**src/rtl/bullet_scheduler_pkg.sv**
```systemverilog
// Shared types and constants for the bullet pool scheduler.
package bullet_pkg;

    localparam int unsigned NUM_PLAYERS = 2;
    localparam int unsigned COORD_W     = 10;
    localparam int unsigned DIR_W       = 2;
    localparam int unsigned LIVE_W      = 3;
    localparam int unsigned SHOT_W      = 16;
    localparam int unsigned DROP_W      = 8;

    typedef enum logic [1:0] {
        DIR_LEFT  = 2'b00,
        DIR_RIGHT = 2'b01,
        DIR_UP    = 2'b10
    } dir_t;

    typedef enum logic [1:0] {
        IDLE   = 2'd0,
        LAUNCH = 2'd1,
        SETTLE = 2'd2
    } sched_state_t;

    // Facing code 11 has no bullet direction of its own; it fires right.
    function automatic dir_t norm_dir(input logic [DIR_W-1:0] raw);
        return (raw == 2'b11) ? DIR_RIGHT : dir_t'(raw);
    endfunction

endpackage

```
**src/rtl/bullet_scheduler_if.sv**
```systemverilog
// Scheduler <-> bullet-instance bus: busy flags in, launch pulse and start data out.
interface bullet_scheduler_if
    import bullet_pkg::*;
#(
    parameter int unsigned NUM_SLOTS = 4
);
    logic [NUM_SLOTS-1:0] slot_busy;
    logic [NUM_SLOTS-1:0] launch;
    logic [COORD_W-1:0]   start_x;
    logic [COORD_W-1:0]   start_y;
    logic [DIR_W-1:0]     launch_dir;

    modport master (input slot_busy, output launch, start_x, start_y, launch_dir);
    modport slave  (output slot_busy, input launch, start_x, start_y, launch_dir);
endinterface

```
**src/rtl/bullet_scheduler_slot_pick.sv**
```systemverilog
// Lowest-index free-slot finder over the busy flags and the reservation mask.
module bullet_slot_pick #(
    parameter int unsigned NUM_SLOTS = 4
) (
    input  logic [NUM_SLOTS-1:0] slot_busy,
    input  logic [NUM_SLOTS-1:0] reserved,
    output logic                 found_c,
    output logic [NUM_SLOTS-1:0] slot_oh_c
);
    logic [NUM_SLOTS-1:0] free_c;

    assign free_c    = ~slot_busy & ~reserved;
    assign found_c   = |free_c;
    // Isolate the lowest set bit: x & -x.
    assign slot_oh_c = free_c & (~free_c + NUM_SLOTS'(1));
endmodule

```
**src/rtl/bullet_scheduler.sv**
```systemverilog
// Bullet pool scheduler: fire-edge detect, cooldown/quota gating, round-robin grant and
// one-cycle launch into the lowest free slot. Optional counters under BULLET_SCHED_STATS_EN.
module bullet_scheduler
    import bullet_pkg::*;
#(
    parameter int unsigned NUM_SLOTS       = 4,
    parameter int unsigned MAX_PER_PLAYER  = 2,
    parameter int unsigned COOLDOWN_FRAMES = 15,
    parameter int unsigned CD_W            = 5
) (
    input  logic                   Clk,
    input  logic                   Reset_n,
    input  logic                   frame_clk,
    input  logic [NUM_PLAYERS-1:0] fire_btn,
    input  logic [COORD_W-1:0]     tank0_x,
    input  logic [COORD_W-1:0]     tank0_y,
    input  logic [COORD_W-1:0]     tank1_x,
    input  logic [COORD_W-1:0]     tank1_y,
    input  logic [DIR_W-1:0]       tank0_dir,
    input  logic [DIR_W-1:0]       tank1_dir,
    bullet_scheduler_if.master     bus,
    output logic                   grant_player,
    output logic                   sched_busy,
    output logic [LIVE_W-1:0]      live_count0,
    output logic [LIVE_W-1:0]      live_count1
`ifdef BULLET_SCHED_STATS_EN
    ,
    output logic [SHOT_W-1:0]      shots0,
    output logic [SHOT_W-1:0]      shots1,
    output logic [DROP_W-1:0]      dropped0,
    output logic [DROP_W-1:0]      dropped1
`endif
);
    sched_state_t           state_q, state_d;
    logic [NUM_PLAYERS-1:0] fire_q, fire_q2, fire_rise_c, pending_q, elig_c;
    logic [2:0]             frame_sync_q;
    logic                   frame_rise_c;
    logic [CD_W-1:0]        cooldown_q [NUM_PLAYERS];
    logic [NUM_SLOTS-1:0]   owner_q, owned_q, reserved_q, launch_q, pick_oh_c;
    logic                   pick_found_c;
    logic                   win_c, win_q, prio_q;
    logic                   latch_c, fire_c, release_c;
    logic [COORD_W-1:0]     start_x_q, start_y_q;
    dir_t                   dir_q;

    assign fire_rise_c  = fire_q & ~fire_q2;
    assign frame_rise_c = frame_sync_q[1] & ~frame_sync_q[2];

    assign bus.launch     = launch_q;
    assign bus.start_x    = start_x_q;
    assign bus.start_y    = start_y_q;
    assign bus.launch_dir = DIR_W'(dir_q);

    bullet_slot_pick #(.NUM_SLOTS(NUM_SLOTS)) u_pick (
        .slot_busy (bus.slot_busy),
        .reserved  (reserved_q),
        .found_c   (pick_found_c),
        .slot_oh_c (pick_oh_c)
    );

    // Live bullets per player: busy slots whose last launch belonged to that player.
    always_comb begin
        live_count0 = '0;
        live_count1 = '0;
        for (int unsigned s = 0; s < NUM_SLOTS; s++) begin
            if (bus.slot_busy[s] && owned_q[s]) begin
                if (owner_q[s]) live_count1 = live_count1 + LIVE_W'(1);
                else            live_count0 = live_count0 + LIVE_W'(1);
            end
        end
    end

    assign elig_c[0] = pending_q[0] && (32'(live_count0) < MAX_PER_PLAYER) && pick_found_c;
    assign elig_c[1] = pending_q[1] && (32'(live_count1) < MAX_PER_PLAYER) && pick_found_c;
    assign win_c     = (&elig_c) ? prio_q : elig_c[1];

    always_ff @(posedge Clk or negedge Reset_n) begin
        if (!Reset_n) state_q <= IDLE;
        else          state_q <= state_d;
    end

    always_comb begin
        state_d = state_q;
        case (state_q)
            IDLE:    if (|elig_c) state_d = LAUNCH;
            LAUNCH:  state_d = SETTLE;
            SETTLE:  state_d = IDLE;
            default: state_d = IDLE;
        endcase
    end

    always_comb begin
        latch_c   = 1'b0;
        fire_c    = 1'b0;
        release_c = 1'b0;
        case (state_q)
            IDLE:    latch_c   = |elig_c;
            LAUNCH:  fire_c    = 1'b1;
            SETTLE:  release_c = 1'b1;
            default: ;
        endcase
    end

    always_ff @(posedge Clk or negedge Reset_n) begin
        if (!Reset_n) begin
            fire_q       <= '0;
            fire_q2      <= '0;
            frame_sync_q <= '0;
            pending_q    <= '0;
            owner_q      <= '0;
            owned_q      <= '0;
            reserved_q   <= '0;
            launch_q     <= '0;
            win_q        <= 1'b0;
            prio_q       <= 1'b0;
            grant_player <= 1'b0;
            sched_busy   <= 1'b0;
            start_x_q    <= '0;
            start_y_q    <= '0;
            dir_q        <= DIR_LEFT;
            for (int p = 0; p < NUM_PLAYERS; p++) cooldown_q[p] <= '0;
        end else begin
            fire_q       <= fire_btn;
            fire_q2      <= fire_q;
            frame_sync_q <= {frame_sync_q[1:0], frame_clk};
            sched_busy   <= (state_d != IDLE);
            launch_q     <= '0;
            if (latch_c) begin
                win_q        <= win_c;
                prio_q       <= ~win_c;
                grant_player <= win_c;
                reserved_q   <= pick_oh_c;
                launch_q     <= pick_oh_c;
                start_x_q    <= win_c ? tank1_x : tank0_x;
                start_y_q    <= win_c ? tank1_y : tank0_y;
                dir_q        <= norm_dir(win_c ? tank1_dir : tank0_dir);
                for (int unsigned s = 0; s < NUM_SLOTS; s++) begin
                    if (pick_oh_c[s]) begin
                        owner_q[s] <= win_c;
                        owned_q[s] <= 1'b1;
                    end
                end
            end
            if (release_c) reserved_q <= '0;
            // Granting a shot wins over a coincident press or frame tick.
            for (int p = 0; p < NUM_PLAYERS; p++) begin
                if (fire_c && (win_q == 1'(p))) begin
                    pending_q[p]  <= 1'b0;
                    cooldown_q[p] <= CD_W'(COOLDOWN_FRAMES);
                end else begin
                    if (fire_rise_c[p] && (cooldown_q[p] == '0)) pending_q[p] <= 1'b1;
                    if (frame_rise_c && (cooldown_q[p] != '0))
                        cooldown_q[p] <= cooldown_q[p] - CD_W'(1);
                end
            end
        end
    end

`ifdef BULLET_SCHED_STATS_EN
    logic [SHOT_W-1:0] shots_q [NUM_PLAYERS];
    logic [DROP_W-1:0] drop_q  [NUM_PLAYERS];

    // Shots wrap; dropped presses saturate.
    always_ff @(posedge Clk or negedge Reset_n) begin
        if (!Reset_n) begin
            for (int p = 0; p < NUM_PLAYERS; p++) begin
                shots_q[p] <= '0;
                drop_q[p]  <= '0;
            end
        end else begin
            for (int p = 0; p < NUM_PLAYERS; p++) begin
                if (fire_c && (win_q == 1'(p))) shots_q[p] <= shots_q[p] + SHOT_W'(1);
                if (fire_rise_c[p] && (cooldown_q[p] != '0) && (drop_q[p] != '1))
                    drop_q[p] <= drop_q[p] + DROP_W'(1);
            end
        end
    end

    assign shots0   = shots_q[0];
    assign shots1   = shots_q[1];
    assign dropped0 = drop_q[0];
    assign dropped1 = drop_q[1];
`endif

endmodule

```
**src/flat_wrapper.sv**
```systemverilog
// flat-port wrapper written by rule: the top's interface ports become plain ports
module bullet_scheduler_flat import bullet_pkg::*;
#(
    parameter int unsigned NUM_SLOTS       = 4,
    parameter int unsigned MAX_PER_PLAYER  = 2,
    parameter int unsigned COOLDOWN_FRAMES = 15,
    parameter int unsigned CD_W            = 5
)
  (Clk, Reset_n, frame_clk, fire_btn, tank0_x, tank0_y, tank1_x, tank1_y, tank0_dir, tank1_dir, grant_player, sched_busy, live_count0, live_count1, bus_slot_busy, bus_launch, bus_start_x, bus_start_y, bus_launch_dir);
  bullet_scheduler_if #(.NUM_SLOTS(NUM_SLOTS)) bus_i ();
  input  logic Clk;
  input  logic Reset_n;
  input  logic frame_clk;
  input  logic [NUM_PLAYERS-1:0] fire_btn;
  input  logic [COORD_W-1:0] tank0_x;
  input  logic [COORD_W-1:0] tank0_y;
  input  logic [COORD_W-1:0] tank1_x;
  input  logic [COORD_W-1:0] tank1_y;
  input  logic [DIR_W-1:0] tank0_dir;
  input  logic [DIR_W-1:0] tank1_dir;
  output logic grant_player;
  output logic sched_busy;
  output logic [LIVE_W-1:0] live_count0;
  output logic [LIVE_W-1:0] live_count1;
  input wire logic [$bits(bus_i.slot_busy)-1:0] bus_slot_busy;
  output wire logic [$bits(bus_i.launch)-1:0] bus_launch;
  output wire logic [$bits(bus_i.start_x)-1:0] bus_start_x;
  output wire logic [$bits(bus_i.start_y)-1:0] bus_start_y;
  output wire logic [$bits(bus_i.launch_dir)-1:0] bus_launch_dir;
  assign bus_i.slot_busy = bus_slot_busy;
  assign bus_launch = bus_i.launch;
  assign bus_start_x = bus_i.start_x;
  assign bus_start_y = bus_i.start_y;
  assign bus_launch_dir = bus_i.launch_dir;
  bullet_scheduler #(.NUM_SLOTS(NUM_SLOTS), .MAX_PER_PLAYER(MAX_PER_PLAYER), .COOLDOWN_FRAMES(COOLDOWN_FRAMES), .CD_W(CD_W)) u_core (.Clk(Clk), .Reset_n(Reset_n), .frame_clk(frame_clk), .fire_btn(fire_btn), .tank0_x(tank0_x), .tank0_y(tank0_y), .tank1_x(tank1_x), .tank1_y(tank1_y), .tank0_dir(tank0_dir), .tank1_dir(tank1_dir), .bus(bus_i), .grant_player(grant_player), .sched_busy(sched_busy), .live_count0(live_count0), .live_count1(live_count1));
endmodule
```
**config.mk**
```make
export PLATFORM = sky130hd
export DESIGN_NAME = bullet_scheduler_flat
export DESIGN_NICKNAME = d
export VERILOG_FILES = /design/src/rtl/bullet_scheduler_pkg.sv /design/src/rtl/bullet_scheduler_if.sv /design/src/rtl/bullet_scheduler_slot_pick.sv /design/src/rtl/bullet_scheduler.sv /design/src/flat_wrapper.sv
export SDC_FILE = /design/constraint.sdc
export NUM_CORES = 1
export LEC_CHECK = 0
export CAP_MARGIN = 20
export CELL_PAD_IN_SITES_DETAIL_PLACEMENT = 1
export CELL_PAD_IN_SITES_GLOBAL_PLACEMENT = 1
export CORE_MARGIN = 4
export CORE_UTILIZATION = 36
export CTS_CLUSTER_SIZE = 25
export DETAILED_ROUTE_END_ITERATION = 8
export HOLD_SLACK_MARGIN = 0.05
export PLACE_DENSITY = 0.86
export SYNTH_ARGS = -nofsm -noshare
export SYNTH_HDL_FRONTEND = slang
export SYNTH_SLANG_ARGS = --single-unit
export TNS_END_PERCENT = 5
```
**constraint.sdc**
```tcl
create_clock -name Clk -period 4.4 [get_ports Clk]
set_clock_uncertainty 0.1 [all_clocks]
set_input_delay 0.44 -clock Clk [delete_from_list [all_inputs] [get_ports Clk]]
set_output_delay 0.44 -clock Clk [all_outputs]
set_load 0.005 [all_outputs]
```
# Word-level counts from Yosys, hierarchy flattened
# Cells that the tools add are included.
# Widths: inputs -> output; s select.
[op_classes]
n_addsub = 9
magnitude_cmp = 2
eq_ne = 3
muxes = 37
bitwise_logic = 11
reduce_logical = 32
[op_table]
columns = ["operator", "count"]
rows = [
  ["$mux 3", 12],
  ["$mux 10", 2],
  ["$mux 5", 4],
  ["$logic_and 1x1->1", 14],
  ["$add 3x1->3 const B", 4],
  ["$mux 1", 12],
  ["$mux 4", 3],
  ["$not 4->4", 3],
  ["$reduce_bool 2->1", 6],
  ["$logic_not 5->1", 2],
  ["$reduce_and 2->1", 5],
  ["$reduce_bool 5->1", 2],
  ["$sub 5x1->5 const B", 2],
  ["$and 4x4->4", 2],
  ["$lt 3x2->1 const B", 2],
  ["$mux 2", 3],
  ["$add 1x1->2 const B", 2],
  ["$add 4x1->4 const B", 1],
  ["$eq 2x2->1 const B", 2],
  ["$pmux 2 s2", 1],
  ["$reduce_or 4->1", 1],
  ["$not 1->1", 3],
  ["$and 2x2->2", 1],
  ["$eq 2x1->1 const B", 1],
  ["4 further kinds", 4],
]
[word_totals]
ff_bits = 62
out_inout_bits = 34
elab_cells = 118

# Logic depth before layout (Yosys ltp)
[logic_depth]
word_depth = 19
mapped_depth = 17

# Modules after synthesis
# A second synthesis with hierarchy kept.
[unflattened]
cells_unflattened = 289
area_unflattened_um2 = 2970.3
[modules_own_cells]
columns = ["mod", "instances", "cells_per_inst", "area_each_um2", "seq_area_each_um2"]
rows = [
  ["bullet_scheduler", 1, 281, 2930.3, 1551.5],
  ["bullet_slot_pick", 1, 8, 40.0, 0.0],
]

# Worst setup path after synthesis
# OpenSTA, ideal clock, no wires.
[synth_timing]
path_type = "input to register"
startpoint = "in bus_slot_busy[0]"
endpoint = "reg u_core.dir_q[0] (netlist: u_core.bus.launch_dir[0])"
t_arrival_ns = 3.336
required_ns = 4.168
path_slack_ns = 0.832
stages = 15
path_cell_list = "nand2_1 > nor2_1 > ha_1 > mux2_2 > ha_1 > nand4b_1 > o21ai_0 > ha_1 > or2_1 > a2111oi_2 > a21bo_2 > buf_6 > buf_4 > mux2i_1 > o21ai_1"
[synth_between]
elab_chain_cells = 19
word_cells_on_any_way = 37
cone_classes = "6 x add/sub; 2 x order compare; 1 x eq/ne; 18 x mux; 2 x bitwise; 8 x reduce/logical"
[synth_lines]
columns = ["element", "line", "rtl"]
rows = [
  ["from (decl)", "flat_wrapper.sv:25", "input wire logic [$bits(bus_i.slot_busy)-1:0] bus_slot_busy;"],
  ["$logic_and 1x1->1", "bullet_scheduler.sv:66", "if (bus.slot_busy[s] && owned_q[s]) begin"],
  ["$mux 1", "bullet_scheduler.sv:66", ""],
  ["$add 1x1->2, on equally long branches", "bullet_scheduler.sv:68, bullet_scheduler.sv:67", ""],
  ["$mux 3", "bullet_scheduler.sv:67", "if (owner_q[s]) live_count1 = live_count1 + LIVE_W'(1);"],
  ["$mux 3", "bullet_scheduler.sv:66", ""],
  ["$add 3x1->3, on equally long branches", "bullet_scheduler.sv:68, bullet_scheduler.sv:67", ""],
  ["$mux 3", "bullet_scheduler.sv:67", ""],
  ["$mux 3", "bullet_scheduler.sv:66", ""],
  ["[2 not listed]", "n/a", ""],
  ["$mux 3", "bullet_scheduler.sv:66", ""],
  ["$lt 3x2->1, on equally long branches", "bullet_scheduler.sv:73, bullet_scheduler.sv:74", ""],
  ["$logic_and 1x1->1, on equally long branches (2 in series)", "bullet_scheduler.sv:73, bullet_scheduler.sv:74", ""],
  ["$reduce_and 2->1", "bullet_scheduler.sv:75", "assign win_c = (&elig_c) ? prio_q : elig_c[1];"],
  ["$mux 1", "bullet_scheduler.sv:75", ""],
  ["$mux 2", "bullet_scheduler.sv:136", "dir_q <= norm_dir(win_c ? tank1_dir : tank0_dir);"],
  ["$eq 2x2->1", "bullet_scheduler_pkg.sv:25", "return (raw == 2'b11) ? DIR_RIGHT : dir_t'(raw);"],
  ["$mux 2", "bullet_scheduler_pkg.sv:25", ""],
  ["to (signal assigned)", "bullet_scheduler.sv:136", ""],
  ["to (decl)", "bullet_scheduler.sv:44", "dir_t dir_q;"],
]
# Several ways; a longest one is shown, not always the timed one.
# A chain may end at the register's enable or synchronous reset.

# Final worst setup path
[layout_timing]
startpoint = "in bus_slot_busy[0]"
endpoint = "reg u_core.owner_q[3]"
[layout_between]
elab_chain_cells = 17
word_cells_on_any_way = 38
cone_classes = "7 x add/sub; 2 x order compare; 16 x mux; 4 x bitwise; 9 x reduce/logical"
[layout_lines]
columns = ["element", "line", "rtl"]
rows = [
  ["$logic_and 1x1->1", "bullet_scheduler.sv:66", ""],
  ["$mux 1", "bullet_scheduler.sv:66", ""],
  ["$add 1x1->2, on equally long branches", "bullet_scheduler.sv:68, bullet_scheduler.sv:67", ""],
  ["$mux 3", "bullet_scheduler.sv:67", ""],
  ["$mux 3", "bullet_scheduler.sv:66", ""],
  ["$add 3x1->3, on equally long branches", "bullet_scheduler.sv:68, bullet_scheduler.sv:67", ""],
  ["$mux 3", "bullet_scheduler.sv:67", ""],
  ["$mux 3", "bullet_scheduler.sv:66", ""],
  ["$add 3x1->3, on equally long branches", "bullet_scheduler.sv:68, bullet_scheduler.sv:67", ""],
  ["$mux 3", "bullet_scheduler.sv:67", ""],
  ["$mux 3", "bullet_scheduler.sv:66", ""],
  ["$lt 3x2->1, on equally long branches", "bullet_scheduler.sv:73, bullet_scheduler.sv:74", ""],
  ["$logic_and 1x1->1, on equally long branches (2 in series)", "bullet_scheduler.sv:73, bullet_scheduler.sv:74", ""],
  ["$reduce_or 2->1", "bullet_scheduler.sv:97", "IDLE: latch_c = |elig_c;"],
  ["$mux 1", "bullet_scheduler.sv:96", "case (state_q)"],
  ["$reduce_and 2->1 (no source line)", "n/a", ""],
  ["to (signal, indexed assignment)", "bullet_scheduler.sv:139", "owner_q[s] <= win_c;"],
  ["to (decl)", "bullet_scheduler.sv:39", "logic [NUM_SLOTS-1:0] owner_q, owned_q, reserved_q, launch_q, pick_oh_c;"],
]
# Several ways; a longest one is shown, not always the timed one.

==> results.cfg <==
[run_status]
run_status = complete, no violations

[cts]
clk_latency_ns = 0.34
cts_setup_buffers = 0
clkTransAtPathRegs_ns = 0.07
cts_max_path_buffers = 2
cts_hold_buf = 0
cts_buffers = 9
cts_tree = done
cts_resized = 0
htreeDepth = 3
cts_sinks = 62
cts_root_buf = clkbuf_8

[job]
drv_cap = 0

[logic_synthesis]
avgSynthCellArea_sq_um = 10.85
synth-edff-count = 0
ys_seq_elements = 62
synth_area_sq_mm = 0.002942
synth_ff_type = dfrtp_1
async_flop_share = 1.000
synth_warnings = 0
netlist_instances = 271
synth_cell_types = 42
syn_nets = 334
ys_seq_area_frac = 0.5274

[drt]
vias = 2338
via_per_inst = 4.932
drcViolationCount = 0
drt_iter0_drc = 64
postRouteAntennaNets = 0
wl_met1_um = 3024
wl_met2_um = 3759
wirelength_um = 7443
wl_met3_um = 541
top_layer_used = met4
post_drt_wl_per_cell_um = 15.70
firstDrtPassIters = 4

[floorplanning]
design.die.area_sq_mm = 0.009682
core-area_sq_mm = 0.007848
pin_count = 87
rows = 32
chipHeight_um = 98.40
dieWidth_um = 98.40
initial_core_util = 0.3748

[final_layout]
fin_cells = 474
drive_gt1_frac = 0.08602
antenna_cells = 0
fillers = 899
nets = 431
final_util = 0.5260
area_growth_syn_to_layout_pct = 40.32
finalInstanceArea_sq_mm = 0.004128

[power]
finalPower_uw = 2570
power_density_mw_per_mm2 = 622.7
p_leak_uw = 0.001954
ir_drop_uv = 254.7

[grt]
grtUsageTotal = 0.1642
grt_max_degree = 42
antenna_found_initial = 0
overflow = 0
grt_pass1_wl_um = 12720
grt_pass1_vias = 2590

[sta]
max-slew-margin-rel = 0.3797
hold_viol_final = 0
holdWs_ns = 0.1403
worst_pin_slew_ns = 0.9304
period_share = 0.9344
slew_viol_final = 0
rsz0062_at_grt = false
finalSetupViolations = 0
fmax_mhz = 243.2
fin_crit_ns = 4.111

[critical_path]
path_depth = 15
crit_arrival_ns = 4.26
crit_type = input port to flip-flop
critPathRequiredTime_ns = 4.55
cp-end-kind = flip-flop
crit_path_frequent_cell = ha_1
crit_fanout = 6
crit_path_cell_trace = clkdlybuf4s50_1, nand2_1, nor2_1, ha_1, mux2_2, ha_1, nand4b_1, o21ai_0, ha_1, or2_1, a2111oi_2, buf_4, o21ai_4, nor4b_4, mux2i_1
critPathSlowestCell = clkdlybuf4s50_1
worst_path_dominant_cell_family = simple AND/OR/NAND/NOR gates
reg2regPathDepth = 14
worst-path-buf-inv = 2
start_kind = input port
crit_path_max_incr_delay_ns = 0.55
rrSetupSlack_ns = 0.61

[place]
io_buffers = 86
gp_congestion = 0.7752
placed_area_sq_mm = 0.003960
dp.cells = 459
dp_hpwl_um = 5793

[worst_hold_path]
hp-class = input port to asynchronous set/reset pin
-- state kept, by name, indices dropped and copies added (netlist names), 2 cells and up --
name                   cells
u_core.bus.launch          4
u_core.bus.launch_dir      2
u_core.cooldown_q         10
u_core.bus.start_y        10
u_core.fire_q2             2
u_core.bus.start_x        10
u_core.frame_sync_q        3
u_core.pending_q           2
u_core.fire_q              2
u_core.owner_q             4
u_core.reserved_q          4
u_core.owned_q             4
u_core.state_q             2
-- cell usage in the layout (no fill, tap or decap), types with 2 or more instances in the layout --
cell type and n:
clkdlybuf4s50_1 85, dfrtp_1 62, nand2_1 36, mux2i_1 25, o21ai_1 22, inv_1 17
nor2_1 11, clkbuf_8 11, ha_1 10, xor2_1 8, buf_4 7, o21ai_0 6
or2_1 6, a21oi_1 6, nor3_1 4, xnor2_1 4, a21o_1 4, and3_1 3
nand3_1 3, nand4_1 3, nand4b_1 3, nand3b_1 3, clkbuf_1 3, mux2_2 2
o211ai_1 2, and2_1 2, nand2b_1 2, nor4_2 2, nor4b_1 2, a31oi_1 2
or3_1 2
-- area by class of cell --
class | instances | area, sq um | area share
clock buffer | 14 | 162.7 | 0.03941
timing repair buffer | 94 | 928.4 | 0.2249
tap | 102 | 127.6 | 0.03092
sequential | 62 | 1551 | 0.3759
multi-input combinational | 184 | 1289 | 0.3122
clock inverter | 1 | 5.005 | 0.001212
inverter | 17 | 63.81 | 0.01546
-- synthesized netlist by cell type, types with 3 or more instances --
| library cell | number | area share |
|---|---|---|
| dfrtp_1 | 62 | 0.53 |
| nand2_1 | 36 | 0.046 |
| mux2i_1 | 25 | 0.085 |
| o21ai_1 | 22 | 0.037 |
| inv_1 | 17 | 0.022 |
| nor2_1 | 11 | 0.014 |
| ha_1 | 10 | 0.043 |
| xor2_1 | 8 | 0.024 |
| a21oi_1 | 6 | 0.010 |
| o21ai_0 | 6 | 0.010 |
| or2_1 | 6 | 0.013 |
| a21o_1 | 4 | 0.010 |
| nor3_1 | 4 | 0.0068 |
| xnor2_1 | 4 | 0.012 |
| and3_1 | 3 | 0.0064 |
| buf_2 | 3 | 0.0051 |
| clkbuf_1 | 3 | 0.0038 |
| nand3_1 | 3 | 0.0051 |
| nand3b_1 | 3 | 0.0077 |
| nand4_1 | 3 | 0.0064 |
| nand4b_1 | 3 | 0.0089 |
-- per-stage QoR --
stage,worst slack (ns),setup TNS (ns)
final,0.2888,0
after global routing,0.1023,0
after CTS,0.2730,0
after detailed placement,-0.02783,-0.02783
after global placement,0.1917,0
after floorplan,0.8320,0
-- power by group --
part           total [uW]  internal, uW  switching [uW]  leakage [uW]
clock network         440           232             208     0.0000865
registers             962           793             169      0.000753
logic                1170           622             546       0.00111
-- worst register-to-register path, cell delays in order, from the launching register on --
cell	delay, ns
dfrtp_1	0.36
nand2_1	0.08
nor2_1	0.13
ha_1	0.25
mux2_2	0.30
ha_1	0.29
nand4b_1	0.12
o21ai_0	0.11
ha_1	0.29
or2_1	0.26
a2111oi_2	0.49
buf_4	0.21
o21ai_4	0.11
nor4b_4	0.38
mux2i_1	0.24
-- cell families after synthesis --
kind of cell	after synthesis	share of synthesized area
adders and majority gates	10	0.04254
xor gates and xnor gates	12	0.03573
DFF	62	0.5274
buffers and inverters	25	0.03700
muxes	27	0.09273
and+or+nand+nor	87	0.1595
AOI/OAI and AO/OA	48	0.1051
-- layer usage --
layer  up-vias  GRT usage
li1       1129          -
met2        68     0.2777
met1      1131     0.1953
met4         0    0.05462
met3        10    0.05643
met5         -          0
-- worst paths after layout --
| path | startpoint | to |
|---|---|---|
| worst max-delay path | bus_slot_busy[0] | u_core.owner_q[3] |
| worst min-delay path | Reset_n | u_core.owned_q[1] |
| worst max register to register | u_core.owned_q[0] | u_core.owner_q[3] |
| worst min register to register | u_core.frame_sync_q[0] | u_core.frame_sync_q[1] |
| max in group asynchronous | Reset_n | u_core.bus.start_y[1] |
| min in group Clk | u_core.frame_sync_q[0] | u_core.frame_sync_q[1] |
(Power assumes the default switching activity.)
